[src/rtl/breath_pkg.sv]
// Shared constants, FSM state type and linear duty mapping for the breathing duty generator.
// Optional BREATH_GAMMA_EN (see breath_duty_gen) selects the squared mapping instead.
package breath_pkg;

  localparam int unsigned DUTY_W         = 16;
  localparam int unsigned LEVEL_W        = 8;
  localparam logic [LEVEL_W-1:0] LEVEL_MAX = 8'd255;
  localparam int unsigned DEF_CLK_DIV    = 12000;
  localparam int unsigned DEF_HOLD_TICKS = 200;

  typedef enum logic [1:0] {
    RISE      = 2'd0,
    HIGH_HOLD = 2'd1,
    FALL      = 2'd2,
    LOW_HOLD  = 2'd3
  } breath_state_e;

  function automatic logic [DUTY_W-1:0] lin_duty(input logic [LEVEL_W-1:0] level);
    return {level, 8'h00};
  endfunction

endpackage

[src/rtl/breath_duty_gen_tick_gen.sv]
// Update-tick divider: one-cycle tick every CLK_DIV enabled clocks; en=0 clears the count.
module tick_gen
  import breath_pkg::*;
#(
  parameter int unsigned CLK_DIV = DEF_CLK_DIV
) (
  input  logic clk,
  input  logic rst,
  input  logic en,
  output logic tick
);

  localparam int unsigned CNT_W = (CLK_DIV > 2) ? $clog2(CLK_DIV) : 1;
  localparam logic [CNT_W-1:0] LAST = CNT_W'(CLK_DIV - 1);

  logic [CNT_W-1:0] count;

  assign tick = en && (count == LAST);

  always_ff @(posedge clk) begin
    if (rst || !en || tick) begin
      count <= '0;
    end else begin
      count <= count + 1'b1;
    end
  end

endmodule

[src/rtl/breath_duty_gen.sv]
// Breathing LED duty generator: triangular 8-bit level ramp with end holds, valid/ready output.
// Define BREATH_GAMMA_EN for a squared (gamma) duty mapping with one extra pipeline stage.
module breath_duty_gen
  import breath_pkg::*;
#(
  parameter int unsigned CLK_DIV    = DEF_CLK_DIV,
  parameter int unsigned HOLD_TICKS = DEF_HOLD_TICKS
) (
  input  logic              clk,
  input  logic              rst,
  input  logic              en,
  output logic [DUTY_W-1:0] duty_out,
  output logic              duty_valid,
  input  logic              duty_ready,
  output logic [7:0]        overrun_cnt
);

  localparam int unsigned HOLD_W = (HOLD_TICKS > 1) ? $clog2(HOLD_TICKS) : 1;
  localparam logic [HOLD_W-1:0] HOLD_LAST = HOLD_W'((HOLD_TICKS > 0) ? HOLD_TICKS - 1 : 0);

  logic                tick;
  breath_state_e       state, state_nxt;
  logic [LEVEL_W-1:0]  level, level_nxt;
  logic [HOLD_W-1:0]   hold_cnt, hold_nxt;
  logic                new_val;
  logic [DUTY_W-1:0]   new_duty;

  tick_gen #(.CLK_DIV(CLK_DIV)) u_tick (
    .clk  (clk),
    .rst  (rst),
    .en   (en),
    .tick (tick)
  );

  always_comb begin
    state_nxt = state;
    level_nxt = level;
    hold_nxt  = hold_cnt;
    case (state)
      RISE: begin
        level_nxt = level + 8'd1;
        if (level_nxt == LEVEL_MAX) begin
          hold_nxt = '0;
          if (HOLD_TICKS == 0) state_nxt = FALL;
          else                 state_nxt = HIGH_HOLD;
        end
      end
      HIGH_HOLD: begin
        if (hold_cnt == HOLD_LAST) state_nxt = FALL;
        else                       hold_nxt  = hold_cnt + 1'b1;
      end
      FALL: begin
        level_nxt = level - 8'd1;
        if (level_nxt == '0) begin
          hold_nxt = '0;
          if (HOLD_TICKS == 0) state_nxt = RISE;
          else                 state_nxt = LOW_HOLD;
        end
      end
      LOW_HOLD: begin
        if (hold_cnt == HOLD_LAST) state_nxt = RISE;
        else                       hold_nxt  = hold_cnt + 1'b1;
      end
      default: state_nxt = RISE;
    endcase
  end

  always_ff @(posedge clk) begin
    if (rst) begin
      state    <= RISE;
      level    <= '0;
      hold_cnt <= '0;
    end else if (tick) begin
      state    <= state_nxt;
      level    <= level_nxt;
      hold_cnt <= hold_nxt;
    end
  end

`ifdef BREATH_GAMMA_EN
  // Square the already-registered level one cycle after the tick; level is stable then
  // because ticks are at least two cycles apart.
  logic tick_d;

  always_ff @(posedge clk) begin
    if (rst) tick_d <= 1'b0;
    else     tick_d <= tick;
  end

  assign new_val  = tick_d;
  assign new_duty = DUTY_W'(level) * DUTY_W'(level);
`else
  assign new_val  = tick;
  assign new_duty = lin_duty(level_nxt);
`endif

  always_ff @(posedge clk) begin
    if (rst) begin
      duty_out    <= '0;
      duty_valid  <= 1'b0;
      overrun_cnt <= '0;
    end else if (new_val) begin
      duty_out   <= new_duty;
      duty_valid <= 1'b1;
      if (duty_valid && !duty_ready && (overrun_cnt != 8'hFF))
        overrun_cnt <= overrun_cnt + 8'd1;
    end else if (duty_valid && duty_ready) begin
      duty_valid <= 1'b0;
    end
  end

endmodule

[config.mk]
export PLATFORM = sky130hd
export DESIGN_NAME = breath_duty_gen
export DESIGN_NICKNAME = d
export VERILOG_FILES = /design/src/rtl/breath_pkg.sv /design/src/rtl/breath_duty_gen_tick_gen.sv /design/src/rtl/breath_duty_gen.sv
export SDC_FILE = /design/constraint.sdc
export NUM_CORES = 1
export LEC_CHECK = 0
export CAP_MARGIN = 40
export CORE_ASPECT_RATIO = 2
export CORE_MARGIN = 2
export CORE_UTILIZATION = 50
export CTS_CLUSTER_DIAMETER = 30
export DETAILED_ROUTE_END_ITERATION = 16
export HOLD_SLACK_MARGIN = 0.12
export PLACE_DENSITY_LB_ADDON = 0.08
export SYNTH_ARGS = -nofsm -noshare
export SYNTH_HDL_FRONTEND = slang
export SYNTH_HIERARCHICAL = 1
export SYNTH_SLANG_ARGS = --single-unit
[constraint.sdc]
create_clock -name clk -period 7.4 [get_ports clk]
set_clock_uncertainty 0.15 [all_clocks]
set_input_delay 1.11 -clock clk [delete_from_list [all_inputs] [get_ports clk]]
set_output_delay 1.11 -clock clk [all_outputs]
set_load 0.05 [all_outputs]
==> reports/qor.yml, run 1 <==
status: "finished clean"
netlist_area_sq_mm: 0.00245
powerDensity_mw_per_mm2: 145
start_util: 0.513
async_flop_share: 0
cap_violations: 0
yosysTopAreaCell: "dfxtp_1"
synth-seq-cells: 41
sw_frac_of_total: 0.251
cp_slowest_stage_delay_ps: 760
synth_top_area_share: 0.335
max_freq_mhz: 271
die_w_um: 53.5
clk_pin_slew_worst_paths_ps: 90
synth-edff-count: 0
place_congestion: 0.824
ctsHoldBuffers: 0
clk_latency_ps: 300
ant_nets: 0
cp-end-kind: "flop"
critPathTopFamily: "simple AND/OR/NAND/NOR gates"
core-area_sq_mm: 0.00477
yosysSeqAreaShare: 0.335
post-cts-setup-buffers: 0
fin_cells: 360
grt_first_pass_wirelength_mm: 8.49
rsz0062_at_grt: "false"
overflow: 0
die_y_um: 103
drt-initial-drc-count: 31
mostFrequentLayoutCells: "41 x dfxtp_1, 38 x nor2_1, 21 x nand2_1, 20 x clkdlybuf4s50_1, 14 x nor3_1"
critPathBufInv: 1
final_area_sq_mm: 0.00268
wire_per_inst_um: 13.4
cts_tree: "built"
criticalPathCategory: "primary input to flop"
routed_wl_mm: 4.82
cts.repair.resized: 0
cts_buffers: 5
layout-drive-gt1-share: 0.0924
vdd_drop_max_uv: 147
cp.required_ps: 7450
vias_per_cell: 5.68
intPower_mw: 0.291
hp-class: "flop to flop"
p_leak_nw: 0.907
max_slew.worst_pin.slew_ps: 797
cts_max_path_buffers: 2
relSlewSlack: 0.464
post_dp_cell_area_sq_mm: 0.00258
p_seq_frac: 0.569
p_clk_frac: 0.389
clock_sinks: 41
area_growth_pct: 9.30
crit_path_start_kind: "primary input"
finalSetupViolations: 0
cp.arrival_ps: 3730
final_nets: 317
first_pass_iters: 4
fillCellCount: 480
synth-main-ff-cell: "dfxtp_1"
htreeDepth: 2
final_util: 0.561
num_vias: 2046
die_area_sq_mm: 0.00551
grt_pass1_vias: 1862
syn_inst: 290
synth_area_leaders: "dfxtp_1 34%, nor2_1 5.8%, ha_1 5.6%, xnor2_1 4.3%, xor2_1 3.9%"
port_buffers: 20
root_buffer: "clkbuf_8"
drc: 0
crit_chain: "clkdlybuf4s50_1 > nand3b_1 > nor4_2 > nand2_1 > nor2_1 > a22oi_1 > nor4_4 > o21ai_0 > a32o_1"
fin_setup_tns_ps: 0
num_rows: 36
final_common_cell: "dfxtp_1"
dp.cells: 352
p_switching_mw: 0.0976
grt_max_degree: 30
path_max_fanout: 14
p_comb_frac: 0.042
hold_slack_ps: 334
avgSynthCellArea_sq_um: 8.45
power_mw: 0.389
fin_crit_ps: 3680
grt_usage: 0.203
dp_hpwl_mm: 3.35
slew_violations: 0
ys_types: 56
pre_cts_ws_ps: 3390
hold_viol: 0
cp_slowest_cell: "nor4_4"
antenna_found_initial: 0
diodes: 0
finalCritPeriodShare: 0.498
yosysWarnings: 6
io_pins: 29
timing.final.ws_setup_ps: 3720
final timing paths:
path	depth (start not counted)	from	end	slack, ps
max	9	en	hold_cnt[7]$_SDFFE_PP0P_	3720
min	1	u_tick/count[0]$_SDFF_PP0_	u_tick/count[0]$_SDFF_PP0_	330
max reg2reg	8	duty_out[8]$_SDFFE_PP0P_	hold_cnt[7]$_SDFFE_PP0P_	4100
min reg2reg	1	u_tick/count[0]$_SDFF_PP0_	u_tick/count[0]$_SDFF_PP0_	330
routing by layer:
layer	part of all wire	global-route usage	vias up
li1	-	-	1037
met1	0.48	0.275	961
met2	0.47	0.307	42
met3	0.035	0.0420	6
met4	0.020	0.0888	0
met5	0	0	-
cells in the mapped netlist (all sizes together), types with 8 or more instances:
cell    n
dfxtp  41
o21ai  11
buf    18
xnor2  12
a21oi  10
nor4    8
ha     11
inv     9
nand3  12
nor3   14
nor2   38
nand4   9
xor2   11
nand2  22
state kept, by name, indices dropped and copies added, names as in the netlist:
signal	flops
duty_out	8
hold_cnt	8
overrun_cnt	8
u_tick/count	14
state	2
duty_valid	1
layout make-up:
class,count,area (sq um),share of cell area
multi-input cells,223,1440,0.539
flip-flops and latches,41,821,0.307
repair buffers,22,215,0.0804
well taps,57,71.3,0.0266
clock buffers,5,68.8,0.0257
inverters,9,33.8,0.0126
clock inverters,3,25.0,0.00935
power groups by stage:
stage	sequential (mW)	combinational, mW	clock (mW)
2_1_floorplan	0.227	0.0173	0
3_3_place_gp	0.227	0.0164	0
3_5_place_dp	0.227	0.0166	0
4_1_cts	0.221	0.0166	0.159
5_1_grt	0.222	0.0176	0.170
6_report	0.221	0.0165	0.151
kinds of logic (layout without fill, tap and decap cells):
| group | after synthesis | in the layout | synth area share |
|---|---|---|---|
| and+or+nand+nor | 129 | 129 | 0.277 |
| AOI/OAI and AO/OA | 50 | 50 | 0.153 |
| DFF | 41 | 41 | 0.335 |
| buffers and inverters | 33 | 39 | 0.0868 |
| xor gates and xnor gates | 23 | 23 | 0.0822 |
| adders and majority gates | 11 | 11 | 0.0562 |
| muxes | 2 | 2 | 0.00817 |
| other | 1 | 8 | 0.00153 |
(Power assumes the default switching activity.)
==> inputs of run 2 (changes only) <==
==> constraint.sdc (replaced) <==
create_clock -name clk -period 3.7 [get_ports clk]
set_clock_uncertainty 0.15 [all_clocks]
set_input_delay 0.555 -clock clk [delete_from_list [all_inputs] [get_ports clk]]
set_output_delay 0.555 -clock clk [all_outputs]
set_load 0.05 [all_outputs]
==> reports/qor.yml, run 2 (synthesis gave the netlist of run 1 again) <==
cap_violations: 0
cts_tree: "built"
hp-class: "flop to flop"
die_w_um: 53.5
cp-end-kind: "flop"
cts_buffers: 5
fin_setup_tns_ps: 0
p_comb_frac: 0.042
start_util: 0.513
power_mw: 0.789
root_buffer: "clkbuf_8"
status: "finished clean"
area_growth_pct: 9.81
die_y_um: 103
wire_per_inst_um: 13.8
p_clk_frac: 0.396
mostFrequentLayoutCells: "41 x dfxtp_1, 38 x nor2_1, 21 x nand2_1, 20 x clkdlybuf4s50_1, 14 x nor3_1"
diodes: 0
relSlewSlack: 0.503
r2r_slack_ps: 460
rsz0062_at_grt: "false"
grt_pass1_vias: 1773
clock_sinks: 41
vdd_drop_max_uv: 225
p_seq_frac: 0.562
p_leak_nw: 0.916
fin_crit_ps: 3240
grt_usage: 0.198
dp_hpwl_mm: 3.47
powerDensity_mw_per_mm2: 293
ctsHoldBuffers: 0
path_max_fanout: 14
antenna_found_initial: 0
sw_frac_of_total: 0.261
port_buffers: 20
num_vias: 2009
htreeDepth: 2
layout-drive-gt1-share: 0.0984
cp.arrival_ps: 3290
drt-initial-drc-count: 39
core-area_sq_mm: 0.00477
intPower_mw: 0.583
slew_violations: 0
clk_pin_slew_worst_paths_ps: 80
top_register: "u_tick/count"
hold_slack_ps: 337
grt_max_degree: 19
clk_latency_ps: 310
crit_path_start_kind: "flop"
vias_per_cell: 5.55
place_congestion: 0.847
ant_nets: 0
routed_wl_mm: 5.00
grt_first_pass_wirelength_mm: 8.30
final_nets: 319
largest_reg_flops: 14
hold_viol: 0
post-cts-setup-buffers: 0
final_common_cell: "dfxtp_1"
max_slew.worst_pin.slew_ps: 741
criticalPathCategory: "flop to flop"
p_switching_mw: 0.206
io_pins: 29
finalCritPeriodShare: 0.876
cts.repair.resized: 0
drc: 0
die_area_sq_mm: 0.00551
overflow: 0
max_freq_mhz: 309
num_rows: 36
cts_max_path_buffers: 2
finalSetupViolations: 0
cp.required_ps: 3750
first_pass_iters: 4
run 2: changes by cell type in the layout (fill, tap and decap cells not counted), sizes merged:
cell,change
buf,+2
run 2: area by class of cell:
| type | instances | area [sq um] |
|---|---|---|
| clock inverters | 3 | 25.0 |
| inverters | 9 | 33.8 |
| well taps | 57 | 71.3 |
| fillers | 475 | 2080 |
| clock buffers | 5 | 68.8 |
| repair buffers | 24 | 228 |
| multi-input cells | 223 | 1440 |
| flip-flops and latches | 41 | 821 |
run 2: per-layer routing:
layer / track usage / vias to the layer above / share of wire
met5: 0 / - / 0
met1: 0.268 / 929 / 0.50
met3: 0.0362 / 7 / 0.032
met2: 0.307 / 33 / 0.45
li1: - / 1040 / -
met4: 0.0769 / 0 / 0.017
run 2: path summary, 6_finish.rpt:
check | end | from | cells after the start
min | u_tick/count[0]$_SDFF_PP0_ | u_tick/count[0]$_SDFF_PP0_ | 1
min reg2reg | u_tick/count[0]$_SDFF_PP0_ | u_tick/count[0]$_SDFF_PP0_ | 1
max | hold_cnt[4]$_SDFFE_PP0P_ | duty_out[8]$_SDFFE_PP0P_ | 8
max reg2reg | hold_cnt[4]$_SDFFE_PP0P_ | duty_out[8]$_SDFFE_PP0P_ | 8
run 2: power groups by stage:
stage | registers (mW) | logic [mW] | clock network (mW)
2_1_floorplan | 0.453 | 0.0346 | 0
3_3_place_gp | 0.453 | 0.0332 | 0
3_5_place_dp | 0.453 | 0.0332 | 0
4_1_cts | 0.443 | 0.0332 | 0.324
5_1_grt | 0.443 | 0.0349 | 0.342
6_report | 0.443 | 0.0333 | 0.312
run 2: metrics by stage:
stage	cells	instance area, sq um	util	setup WS [ps]
after floorplan	297	2480	-	750
after global placement	353	2590	0.543	589
after detailed placement	354	2600	0.544	475
after CTS	362	2690	0.563	462
after global routing	362	2690	0.563	218
final	362	2690	0.563	460
run 2: critical path, cell delays in order, from the launching register on:
cell and delay (ps):
dfxtp_1 450, inv_1 190, ha_1 360, or3b_2 490, a22oi_1 160, a22oi_1 130
nor4_4 700, o21ai_0 200, a32o_1 300
==> inputs of run 3 (changes only) <==
==> constraint.sdc (replaced) <==
create_clock -name clk -period 3.7 [get_ports clk]
set_clock_uncertainty 0.15 [all_clocks]
set_input_delay 0.555 -clock clk [delete_from_list [all_inputs] [get_ports clk]]
set_output_delay 0.555 -clock clk [all_outputs]
set_load 0.005 [all_outputs]
==> results of run 3 <==
The final DEF is identical to that of run 2. Status: finished clean.
Among the figures that moved: total power 0.789 mW -> 0.773 mW
